[src/rtl/muldiv_sequencer_if.sv]
// muldiv_sequencer_if: bundles the signals between the execute stage and the
// MULTU/DIVU sequencer.
//   Request side : start, op (0 = MULTU, 1 = DIVU), operand_a, operand_b
//   ALU side     : alu_a, alu_b, alu_ctrl out to the shared ALU, alu_result back
//   Result side  : busy, done, hi, lo, div_by_zero
// The master modport is the pipeline/ALU side; the slave modport is the sequencer.
interface muldiv_sequencer_if #(
    parameter int WIDTH = 32
);
    logic             start;
    logic             op;
    logic [WIDTH-1:0] operand_a;
    logic [WIDTH-1:0] operand_b;
    logic [WIDTH-1:0] alu_a;
    logic [WIDTH-1:0] alu_b;
    logic [3:0]       alu_ctrl;
    logic [WIDTH-1:0] alu_result;
    logic             busy;
    logic             done;
    logic [WIDTH-1:0] hi;
    logic [WIDTH-1:0] lo;
    logic             div_by_zero;

    modport master (
        output start, op, operand_a, operand_b, alu_result,
        input  alu_a, alu_b, alu_ctrl, busy, done, hi, lo, div_by_zero
    );

    modport slave (
        input  start, op, operand_a, operand_b, alu_result,
        output alu_a, alu_b, alu_ctrl, busy, done, hi, lo, div_by_zero
    );
endinterface

[src/rtl/muldiv_sequencer.sv]
// muldiv_sequencer: executes MIPS MULTU / DIVU over WIDTH cycles by borrowing
// the main combinational ALU for one add (multiply) or subtract (divide) per
// iteration. Owns the HI/LO registers.
//   clk, reset : rising-edge clock, synchronous active-high reset
//   bus        : slave side of muldiv_sequencer_if (request, ALU, results)
// busy is high whenever the sequencer is not IDLE; the external datapath mux
// uses it to hand the ALU operands over to this block.
module muldiv_sequencer #(
    parameter int         WIDTH    = 32,
    parameter logic [3:0] ALU_ADD  = 4'b0010,
    parameter logic [3:0] ALU_SUB  = 4'b0110,
    parameter logic [3:0] ALU_IDLE = 4'b0000
) (
    input  logic               clk,
    input  logic               reset,
    muldiv_sequencer_if.slave  bus
);
    localparam int CNT_W = $clog2(WIDTH);

    typedef enum logic [1:0] {S_IDLE, S_MUL, S_DIV, S_DONE} state_t;

    state_t           state;
    logic [WIDTH-1:0] hi_q;
    logic [WIDTH-1:0] lo_q;
    logic [WIDTH-1:0] m_q;       // multiplicand (MUL) or divisor (DIV)
    logic [CNT_W-1:0] count_q;
    logic             done_q;
    logic             busy_q;
    logic             dbz_q;

    logic [WIDTH-1:0] div_s;     // partial remainder shifted left by one
    logic             div_msb;   // bit shifted out of hi; forces a subtract
    logic             mul_carry;
    logic             div_borrow;
    logic             last_iter;

    // Carry out of an unsigned add, rebuilt from the operand and sum MSBs.
    function automatic logic add_carry(input logic a_msb, input logic b_msb,
                                       input logic sum_msb);
        return (a_msb & b_msb) | ((a_msb | b_msb) & ~sum_msb);
    endfunction

    // Borrow out of an unsigned subtract, rebuilt from the operand and difference MSBs.
    function automatic logic sub_borrow(input logic a_msb, input logic b_msb,
                                        input logic diff_msb);
        return (~a_msb & b_msb) | (~(a_msb ^ b_msb) & diff_msb);
    endfunction

    assign div_s      = {hi_q[WIDTH-2:0], lo_q[WIDTH-1]};
    assign div_msb    = hi_q[WIDTH-1];
    assign mul_carry  = add_carry(hi_q[WIDTH-1], m_q[WIDTH-1], bus.alu_result[WIDTH-1]);
    assign div_borrow = sub_borrow(div_s[WIDTH-1], m_q[WIDTH-1], bus.alu_result[WIDTH-1]);
    assign last_iter  = (count_q == CNT_W'(WIDTH - 1));

    // ALU request, decoded from registered state only.
    always_comb begin
        bus.alu_a    = '0;
        bus.alu_b    = '0;
        bus.alu_ctrl = ALU_IDLE;
        case (state)
            S_MUL: begin
                bus.alu_a    = hi_q;
                bus.alu_b    = m_q;
                bus.alu_ctrl = ALU_ADD;
            end
            S_DIV: begin
                bus.alu_a    = div_s;
                bus.alu_b    = m_q;
                bus.alu_ctrl = ALU_SUB;
            end
            default: ;
        endcase
    end

    always_ff @(posedge clk) begin
        if (reset) begin
            state   <= S_IDLE;
            hi_q    <= '0;
            lo_q    <= '0;
            count_q <= '0;
            done_q  <= 1'b0;
            busy_q  <= 1'b0;
            dbz_q   <= 1'b0;
        end else begin
            done_q <= 1'b0;
            case (state)
                S_IDLE: begin
                    if (bus.start) begin
                        count_q <= '0;
                        busy_q  <= 1'b1;
                        dbz_q   <= 1'b0;
                        if (!bus.op) begin
                            hi_q  <= '0;
                            lo_q  <= bus.operand_b;
                            m_q   <= bus.operand_a;
                            state <= S_MUL;
                        end else if (bus.operand_b != '0) begin
                            hi_q  <= '0;
                            lo_q  <= bus.operand_a;
                            m_q   <= bus.operand_b;
                            state <= S_DIV;
                        end else begin
                            // Divide by zero: MIPS-style result with no iterations.
                            hi_q   <= bus.operand_a;
                            lo_q   <= '1;
                            dbz_q  <= 1'b1;
                            done_q <= 1'b1;
                            state  <= S_DONE;
                        end
                    end
                end
                S_MUL: begin
                    count_q <= count_q + CNT_W'(1);
                    if (lo_q[0])
                        {hi_q, lo_q} <= {mul_carry, bus.alu_result, lo_q[WIDTH-1:1]};
                    else
                        {hi_q, lo_q} <= {1'b0, hi_q, lo_q[WIDTH-1:1]};
                    if (last_iter) begin
                        state  <= S_DONE;
                        done_q <= 1'b1;
                    end
                end
                S_DIV: begin
                    count_q <= count_q + CNT_W'(1);
                    // A set msb means the shifted remainder already exceeds D.
                    if (div_msb | ~div_borrow) begin
                        hi_q <= bus.alu_result;
                        lo_q <= {lo_q[WIDTH-2:0], 1'b1};
                    end else begin
                        hi_q <= div_s;
                        lo_q <= {lo_q[WIDTH-2:0], 1'b0};
                    end
                    if (last_iter) begin
                        state  <= S_DONE;
                        done_q <= 1'b1;
                    end
                end
                default: begin
                    state  <= S_IDLE;
                    busy_q <= 1'b0;
                end
            endcase
        end
    end

    assign bus.busy        = busy_q;
    assign bus.done        = done_q;
    assign bus.hi          = hi_q;
    assign bus.lo          = lo_q;
    assign bus.div_by_zero = dbz_q;
endmodule

[src/flat_wrapper.sv]
// flat-port wrapper written by rule: the top's interface ports become plain ports
module muldiv_sequencer_flat 
#(
    parameter int         WIDTH    = 32,
    parameter logic [3:0] ALU_ADD  = 4'b0010,
    parameter logic [3:0] ALU_SUB  = 4'b0110,
    parameter logic [3:0] ALU_IDLE = 4'b0000
)
  (clk, reset, bus_start, bus_op, bus_operand_a, bus_operand_b, bus_alu_result, bus_alu_a, bus_alu_b, bus_alu_ctrl, bus_busy, bus_done, bus_hi, bus_lo, bus_div_by_zero);
  muldiv_sequencer_if #(.WIDTH(WIDTH)) bus_i ();
  input  logic clk;
  input  logic reset;
  input wire logic [$bits(bus_i.start)-1:0] bus_start;
  input wire logic [$bits(bus_i.op)-1:0] bus_op;
  input wire logic [$bits(bus_i.operand_a)-1:0] bus_operand_a;
  input wire logic [$bits(bus_i.operand_b)-1:0] bus_operand_b;
  input wire logic [$bits(bus_i.alu_result)-1:0] bus_alu_result;
  output wire logic [$bits(bus_i.alu_a)-1:0] bus_alu_a;
  output wire logic [$bits(bus_i.alu_b)-1:0] bus_alu_b;
  output wire logic [$bits(bus_i.alu_ctrl)-1:0] bus_alu_ctrl;
  output wire logic [$bits(bus_i.busy)-1:0] bus_busy;
  output wire logic [$bits(bus_i.done)-1:0] bus_done;
  output wire logic [$bits(bus_i.hi)-1:0] bus_hi;
  output wire logic [$bits(bus_i.lo)-1:0] bus_lo;
  output wire logic [$bits(bus_i.div_by_zero)-1:0] bus_div_by_zero;
  assign bus_i.start = bus_start;
  assign bus_i.op = bus_op;
  assign bus_i.operand_a = bus_operand_a;
  assign bus_i.operand_b = bus_operand_b;
  assign bus_i.alu_result = bus_alu_result;
  assign bus_alu_a = bus_i.alu_a;
  assign bus_alu_b = bus_i.alu_b;
  assign bus_alu_ctrl = bus_i.alu_ctrl;
  assign bus_busy = bus_i.busy;
  assign bus_done = bus_i.done;
  assign bus_hi = bus_i.hi;
  assign bus_lo = bus_i.lo;
  assign bus_div_by_zero = bus_i.div_by_zero;
  muldiv_sequencer #(.WIDTH(WIDTH), .ALU_ADD(ALU_ADD), .ALU_SUB(ALU_SUB), .ALU_IDLE(ALU_IDLE)) u_core (.clk(clk), .reset(reset), .bus(bus_i));
endmodule
[config.mk]
export PLATFORM = sky130hd
export DESIGN_NAME = muldiv_sequencer_flat
export DESIGN_NICKNAME = d
export VERILOG_FILES = /design/src/rtl/muldiv_sequencer_if.sv /design/src/rtl/muldiv_sequencer.sv /design/src/flat_wrapper.sv
export SDC_FILE = /design/constraint.sdc
export NUM_CORES = 1
export LEC_CHECK = 0
export BUFFER_PORTS_ARGS = -buffer_cell sky130_fd_sc_hd__buf_2
export CAP_MARGIN = 20
export CORE_ASPECT_RATIO = 0.75
export CORE_MARGIN = 1.5
export CORE_UTILIZATION = 50
export DETAILED_ROUTE_END_ITERATION = 12
export PLACE_DENSITY = 0.78
export SYNTH_ARGS = -nofsm -noshare
export SYNTH_HDL_FRONTEND = slang
export SYNTH_SLANG_ARGS = --single-unit
[constraint.sdc]
create_clock -name clk -period 8.1 [get_ports clk]
set_clock_uncertainty 0.1 [all_clocks]
set_input_delay 0.81 -clock clk [delete_from_list [all_inputs] [get_ports clk]]
set_output_delay 0.81 -clock clk [all_outputs]
set_load 0.01 [all_outputs]
; ---- Yosys cells after proc, flatten, opt, wreduce, memory -nomap -nowiden
; Cells that the tools add are included.
[totals]
output_inout_bits = 135
regBits = 106
elab_cells = 72
input_bits = 100
[op_classes]
mux = 31
add_sub_neg = 1
eq_ne = 6
reduce_logical = 11
n_bitwise = 15
[op_table]
columns = cell, n
row1 = 2-to-1 mux 32 bit, 12
row2 = case mux 32 bit (3 select lines), 2
row3 = case mux 32 bit (2 select lines), 1
row4 = nonzero test 32 bit, 1
row5 = case mux 5 bit (2 select lines), 1
row6 = AND reduction 2 bit, 5
row7 = 2-to-1 mux 1 bit, 7
row8 = 2-to-1 mux 2 bit, 3
row9 = NOT 1 bit, 6
row10 = case mux 3 bit (2 select lines), 1
row11 = adder 5 x 1 -> 5 bit (second input constant), 1
row12 = equality test 5 bit (second input constant), 1
row13 = 2-to-1 mux 5 bit, 1
row14 = bitwise AND 1 bit, 4
row15 = != test 2 x 1 -> 1 bit (second input constant), 2
row16 = OR 1 bit, 4
row17 = case mux 1 bit (2 select lines), 2
row18 = case mux 2 bit (2 select lines), 1
row19 = AND reduction 4 bit, 1
row20 = nonzero test 3 bit, 1
row21 = equality test 2 x 1 -> 1 bit (second input constant), 1
row22 = equality test 2 bit (second input constant), 1
row23 = logical NOT 2 bit, 1
row24 = != test 2 bit (second input constant), 1
row25 = 3 further kinds, 3

; ---- Longest topological paths before layout
; Gate-level depths: netlist of run 1.
[logic_depth]
word_depth = 8
ltp_mapped = 9

; ---- Worst setup path after synthesis of run 1
; No wires, ideal clock.
[synth_timing]
path_type = input to register
startpoint = input port bus_operand_b[20]
endpoint = register u_core.m_q[0] (enable)
arrival_ns = 3.842
required_ns = 7.532
setup_ns = 0.468
path_buffers = 2
path_slack_ns = 3.690
path_stages = 6
path_cell_list = nor4_1 > and4_1 > buf_4 > buf_4 > nand3_1 > nor3b_1
[synth_between]
elab_chain_cells = 3
[synth_lines]
columns = element, line_no
row1 = "start, declared", flat_wrapper.sv:16  ; input wire logic [$bits(bus_i.operand_b)-1:0] bus_operand_b;
row2 = nonzero test 32 bit, muldiv_sequencer.sv:97  ; end else if (bus.operand_b != '0) begin
row3 = != test 2 x 1 -> 1 bit (no source line), -
row4 = AND reduction 4 bit (no source line), -
row5 = "end signal, assigned", muldiv_sequencer.sv:95  ; m_q <= bus.operand_a;
row6 = "end signal, assigned", muldiv_sequencer.sv:100  ; m_q <= bus.operand_b;
row7 = "end, declared", muldiv_sequencer.sv:25  ; logic [WIDTH-1:0] m_q;
; Every way passes these cells.
; A chain may end at the register's enable or synchronous reset.

; ---- Final worst setup path of run 1
[layout_timing]
startpoint = register u_core.state[1]
endpoint = output port bus_alu_a[29]
[layout_between]
elab_chain_cells = 2
word_cells_on_any_way = 3
[layout_lines]
columns = element, line_no
row1 = "start, declared", muldiv_sequencer.sv:22  ; state_t state;
row2 = "start signal, assigned", muldiv_sequencer.sv:77  ; state <= S_IDLE;
row3 = "start signal, assigned", muldiv_sequencer.sv:96  ; state <= S_MUL;
row4 = "start signal, assigned", muldiv_sequencer.sv:101  ; state <= S_DIV;
row5 = equality test 2 bit or equality test 2 x 1 -> 1 bit (tied branches), muldiv_sequencer.sv:60  ; case (state)
row6 = case mux 32 bit (2 select lines) *, muldiv_sequencer.sv:60
row7 = "end, declared", flat_wrapper.sv:18  ; output wire logic [$bits(bus_i.alu_a)-1:0] bus_alu_a;
; Mark *: on every way between the ends. The rest lies on a longest branch, timed or not.

==> results of run 1 <==
## final timing paths
path                           from                 to  cells after the start
hold / removal    u_core.count_q[4]  u_core.count_q[4]                      2
hold reg to reg   u_core.count_q[4]  u_core.count_q[4]                      2
setup reg to reg    u_core.state[1]  u_core.bus.lo[21]                      8
setup / recovery    u_core.state[1]      bus_alu_a[29]                      6
## logic make-up (layout without fill, tap and decap cells)
family	after synthesis	count (layout)	share of synthesized area, %
adders and majority gates	10	10	1.61
DFF	106	106	32.1
muxes	65	65	9.60
other	1	2	0.0494
buffers and inverters	113	273	7.03
and+or+nand+nor	236	236	15.1
AOI/OAI and AO/OA	345	345	34.5
## state kept, by name, indices dropped and copies added, names as in the netlist
| name | count |
|---|---|
| u_core.bus.hi | 32 |
| u_core.bus.lo | 32 |
| u_core.state | 2 |
| u_core.count_q | 5 |
| u_core.m_q | 32 |
| u_core.bus.div_by_zero | 1 |
| u_core.bus.busy | 1 |
| u_core.bus.done | 1 |
## final cells by class
| cell class | instances | share of cell area [%] |
|---|---|---|
| multi-input cells | 658 | 51.9 |
| flip-flops and latches | 106 | 27.2 |
| repair buffers | 249 | 14.6 |
| well taps | 200 | 2.78 |
| clock buffers | 9 | 2.51 |
| clock inverters | 7 | 0.668 |
| inverters | 8 | 0.334 |
## synth_stat cells, types with 11 or more instances
cell	instances
a21boi_1	30
edfxtp_1	32
a2111oi_2	27
nand4_1	23
dfxtp_1	74
nor2_1	44
nand2_1	89
o211ai_1	23
a211oi_1	32
a22o_1	31
mux2_1	11
clkbuf_1	60
and2_1	34
buf_2	25
o22ai_1	31
o2111a_1	23
mux2_2	52
a21oi_1	110
## critical path, delay by kind of cell, from the launching register on
| family | cells | cell delay (ns) |
|---|---|---|
| AO/OA/AOI/OAI | 1 | 0.26 |
| adder cells (fa/ha/maj) | 1 | 0.79 |
| buffers and inverters | 4 | 0.94 |
| flip-flops | 1 | 0.48 |
## power breakdown
part           internal (mW)  switching (mW)
combinational          0.662            1.00
clock                  0.214           0.217
sequential             0.710           0.212
total                   1.59            1.43
## layer usage
layer  wire length [um]  up-vias  share of wire [%]
met5                  0        -                  0
met4                431        0                1.7
met3               2250       33                8.7
met2              11800      439                 46
met1              11300     3823                 44
li1                   -     3684                  -
## through the flow
step / worst slack (ns) / cell area [um^2] / instances / total power, mW
finish: 4.30 / 8990 / 1237 / 3.02
detailed placement: 4.53 / 8700 / 1221 / 2.56
CTS: 4.36 / 8990 / 1237 / 2.99
floorplan: 3.69 / 7600 / 877 / 2.03
global route: 4.15 / 8990 / 1237 / 3.19
global placement: 4.67 / 8680 / 1220 / 2.52
==> reports/results.ini, run 1 <==
[status]
status=finished clean

[routing]
wl_per_cell_um=20.8
drtIter0Drc=708
vias=7979
remaining_drc_errors=0
routed_wl_um=25800
ant_nets=0
routed_via_density=6.45
dr.pass1.iters=7

[yosys]
syn_inst=876
yosys.area.top_type=dfxtp_1
synth.distinct_cells=59
synthTopCellsByArea=dfxtp_1 (19%), edfxtp_1 (13%), mux2_2 (7.7%), a21oi_1 (7.2%), a2111oi_2 (5.3%)
ys_warn_count=0
syn_area_per_cell_um2=8.67
yosys.area.top_type_share_pct=19.5
yosysSeqAreaShare_pct=32.1
ys_ff_latch=106
syn_area_um2=7600
async_reset_ff_share_pct=0
synth_edf_count=32
synth_flop_cell=dfxtp_1

[die]
die_area_um2=16000
die_w_um=145
coreArea_um2=14600
rows=38
initial_core_util_pct=51.9
ios=235
dieHeight_um=110

[timing]
slew_viol_final=0
post-route-period-util_pct=47.0
slew_headroom_pct=26.8
finalSetupViolations=0
tightest_slew_ns=1.10
hold_viol=0
fmax_mhz=263
setup-tns-final_ns=0
timing.hold.ws_ns=0.387
rsz0062_at_grt=no
finalCriticalPeriod_ns=3.80

[final_layout]
final_util_pct=61.4
mostFrequentLayoutCell=buf_2
fillCellCount=1337
drive_gt1_share_pct=34.5
regArea_um2=2440
final_cell_mix=buf_2 (231), a21oi_1 (110), nand2_1 (89)
diodes=0
multiInputGateArea_um2=4670
syn2layout_area_growth_pct=18.3
final_nets=1141

[critical_path]
cp.required_ns=7.19
crit_slowest_cell=ha_2
cp_max_fo=58
crit_type=reg -> out
cp-end-kind=output pin
cp_data_arrival_time_ns=2.89
path_cells=inv_1, ha_2, inv_2, buf_4, a21oi_1, buf_2
ff2ff_setup_slack_ns=4.43
max_stage_delay_ns=0.79
start_kind=flip-flop

[global_routing]
top_usage_layer=met2
grt_use_total_pct=31.3
grt_overflow=0
grt_use_met1_pct=42.9
grt_pass1_wl_um=40100
met2_usage_pct=50.7
grt_max_degree=97
grt_pass1_vias=7282
met3_usage_pct=5.93
antenna_found_initial=0

[clocking]
cts_made_buffers=9
root_buffer=clkbuf_16
cts_hold_buf=0
cts_setup_buffers=0
htreeDepth=3
clockBufferDepth=2
ctsResizeCount=0
clock_latency_ns=0.35
clk_pin_slew_ns=0.08
cts_tree=done
cts.sinks=106

[min_path]
hold_path.class=reg -> reg

[run]
cap_violations=0

[pwr]
power.density_nw_per_um2=336
leakage_nw=3.54
ir_worst_vdd_mv=0.157

[placement]
place_hpwl_um=17100
io_buffers=232
gp_congestion=0.880

No activity file was read; power rests on OpenSTA's default activity.
==> run 2: changes to the inputs <==
--- a/config.mk
+++ b/config.mk
@@ -9,9 +9,9 @@
 export CAP_MARGIN = 20
 export CORE_ASPECT_RATIO = 0.75
 export CORE_MARGIN = 1.5
-export CORE_UTILIZATION = 50
+export CORE_UTILIZATION = 48
 export DETAILED_ROUTE_END_ITERATION = 12
-export PLACE_DENSITY = 0.78
+export PLACE_DENSITY = 0.79
 export SYNTH_ARGS = -nofsm -noshare
 export SYNTH_HDL_FRONTEND = slang
 export SYNTH_SLANG_ARGS = --single-unit
==> constraint.sdc (replaced) <==
create_clock -name clk -period 3.1 [get_ports clk]
set_clock_uncertainty 0.1 [all_clocks]
set_input_delay 0.31 -clock clk [delete_from_list [all_inputs] [get_ports clk]]
set_output_delay 0.31 -clock clk [all_outputs]
set_load 0.01 [all_outputs]
==> reports/results.ini, run 2 (synthesized netlist as in run 1, its figures left out) <==
[placement]
gp_congestion=0.862
io_buffers=232
place_inst=1238
place_hpwl_um=18000

[timing]
rsz0062_at_grt=no
slew_viol_final=0
finalCriticalPeriod_ns=2.63
finalSetupViolations=0
setup-tns-final_ns=0
fmax_mhz=381
timing.hold.ws_ns=0.181
tightest_slew_ns=0.749
slew_headroom_pct=50.1
hold_viol=0
post-route-period-util_pct=84.7

[critical_path]
crit_start=u_core.state[0]
cp_data_arrival_time_ns=2.22
start_kind=flip-flop
crit_type=reg -> out
cp_max_fo=56
cp.required_ns=2.69
cp-end-kind=output pin
rr_startpoint=u_core.state[0]

[pwr]
leakage_nw=3.61
power.density_nw_per_um2=880
ir_worst_vdd_mv=0.462

[clocking]
root_buffer=clkbuf_16
cts_setup_buffers=0
cts.sinks=106
htreeDepth=3
clock_latency_ns=0.34
clockBufferDepth=2
ctsResizeCount=0
cts_made_buffers=9
cts_hold_buf=0
clk_pin_slew_ns=0.07
cts_tree=done

[final_layout]
syn2layout_area_growth_pct=20.0
layout.cells.non_filler=1254
drive_gt1_share_pct=35.1
diodes=0
mostFrequentLayoutCell=buf_2
final_nets=1153
final_cell_mix=buf_2 (231), a21oi_1 (110), nand2_1 (89)

[routing]
routed_wl_um=26100
ant_nets=0
routed_via_density=6.44
dr.pass1.iters=6
vias=8073
wl_per_cell_um=20.8
remaining_drc_errors=0
drtIter0Drc=866

[die]
die_area_um2=16600
die_w_um=148
dieHeight_um=112
rows=39
ios=235
coreArea_um2=15400
initial_core_util_pct=49.4

[run]
cap_violations=0

[global_routing]
grt_overflow=0
grt_max_degree=60
grt_use_total_pct=30.8
grt_pass1_vias=7415
grt_pass1_wl_um=41100
antenna_found_initial=1

[status]
status=finished clean

[min_path]
hold_path.class=in -> reg
hp-start=bus_operand_a[17]

## run 2: changes by cell type in the layout (fill, tap and decap cells not counted), moves of 2 or more
| cell | delta |
|---|---|
| buf_12 | +3 |
| clkinv_4 | -2 |
| inv_6 | -2 |
| buf_4 | +10 |
| clkbuf_1 | +2 |
## run 2: metrics by stage
step           power [mW]  util, %  area [um^2]  worst slack [ns]
2_1_floorplan        5.32        -         7610             0.330
3_3_place_gp         6.75     57.4         8820             0.590
3_5_place_dp         6.82     57.4         8820             0.502
4_1_cts              7.98     59.3         9120             0.454
5_1_grt              8.48     59.3         9120             0.298
6_report             8.02     59.3         9120             0.475
## run 2: cell type report
| cell class | count | area (um^2) |
|---|---|---|
| Timing Repair Buffer | 261 | 1420 |
| Tap cell | 205 | 256 |
| Multi-Input combinational cell | 658 | 4670 |
| Inverter | 8 | 30.0 |
| Clock inverter | 3 | 22.5 |
| Sequential cell | 106 | 2440 |
| Fill cell | 1402 | 6250 |
| Clock buffer | 13 | 272 |
## run 2: worst paths after layout
kind | endpoint | slack [ns] | depth (start not counted)
hold / removal | u_core.bus.lo[17] | 0.18 | 3
setup / recovery | bus_alu_b[22] | 0.47 | 5
hold reg to reg | u_core.count_q[1] | 0.40 | 2
setup reg to reg | u_core.bus.hi[22] | 0.54 | 7
## run 2: where the power goes
group          switching, mW  internal (mW)  leakage [nW]
Sequential             0.526           1.86         0.908
Combinational           2.70           1.79          2.56
Clock                  0.532          0.621         0.145
Total                   3.75           4.27          3.61
## run 2: layer usage
metal / vias to the layer above / GRT usage [%] / wire, um
li1: 3719 / - / -
met1: 3827 / 43.1 / 11000
met5: - / 0 / 0
met2: 478 / 48.0 / 11900
met3: 49 / 5.61 / 2550
met4: 0 / 9.77 / 656
## run 2: critical path, cell delays in order (launching register included)
cell	delay (ns)
dfxtp_1	0.45
inv_1	0.16
ha_2	0.40
buf_4	0.48
and2_1	0.23
buf_2	0.13
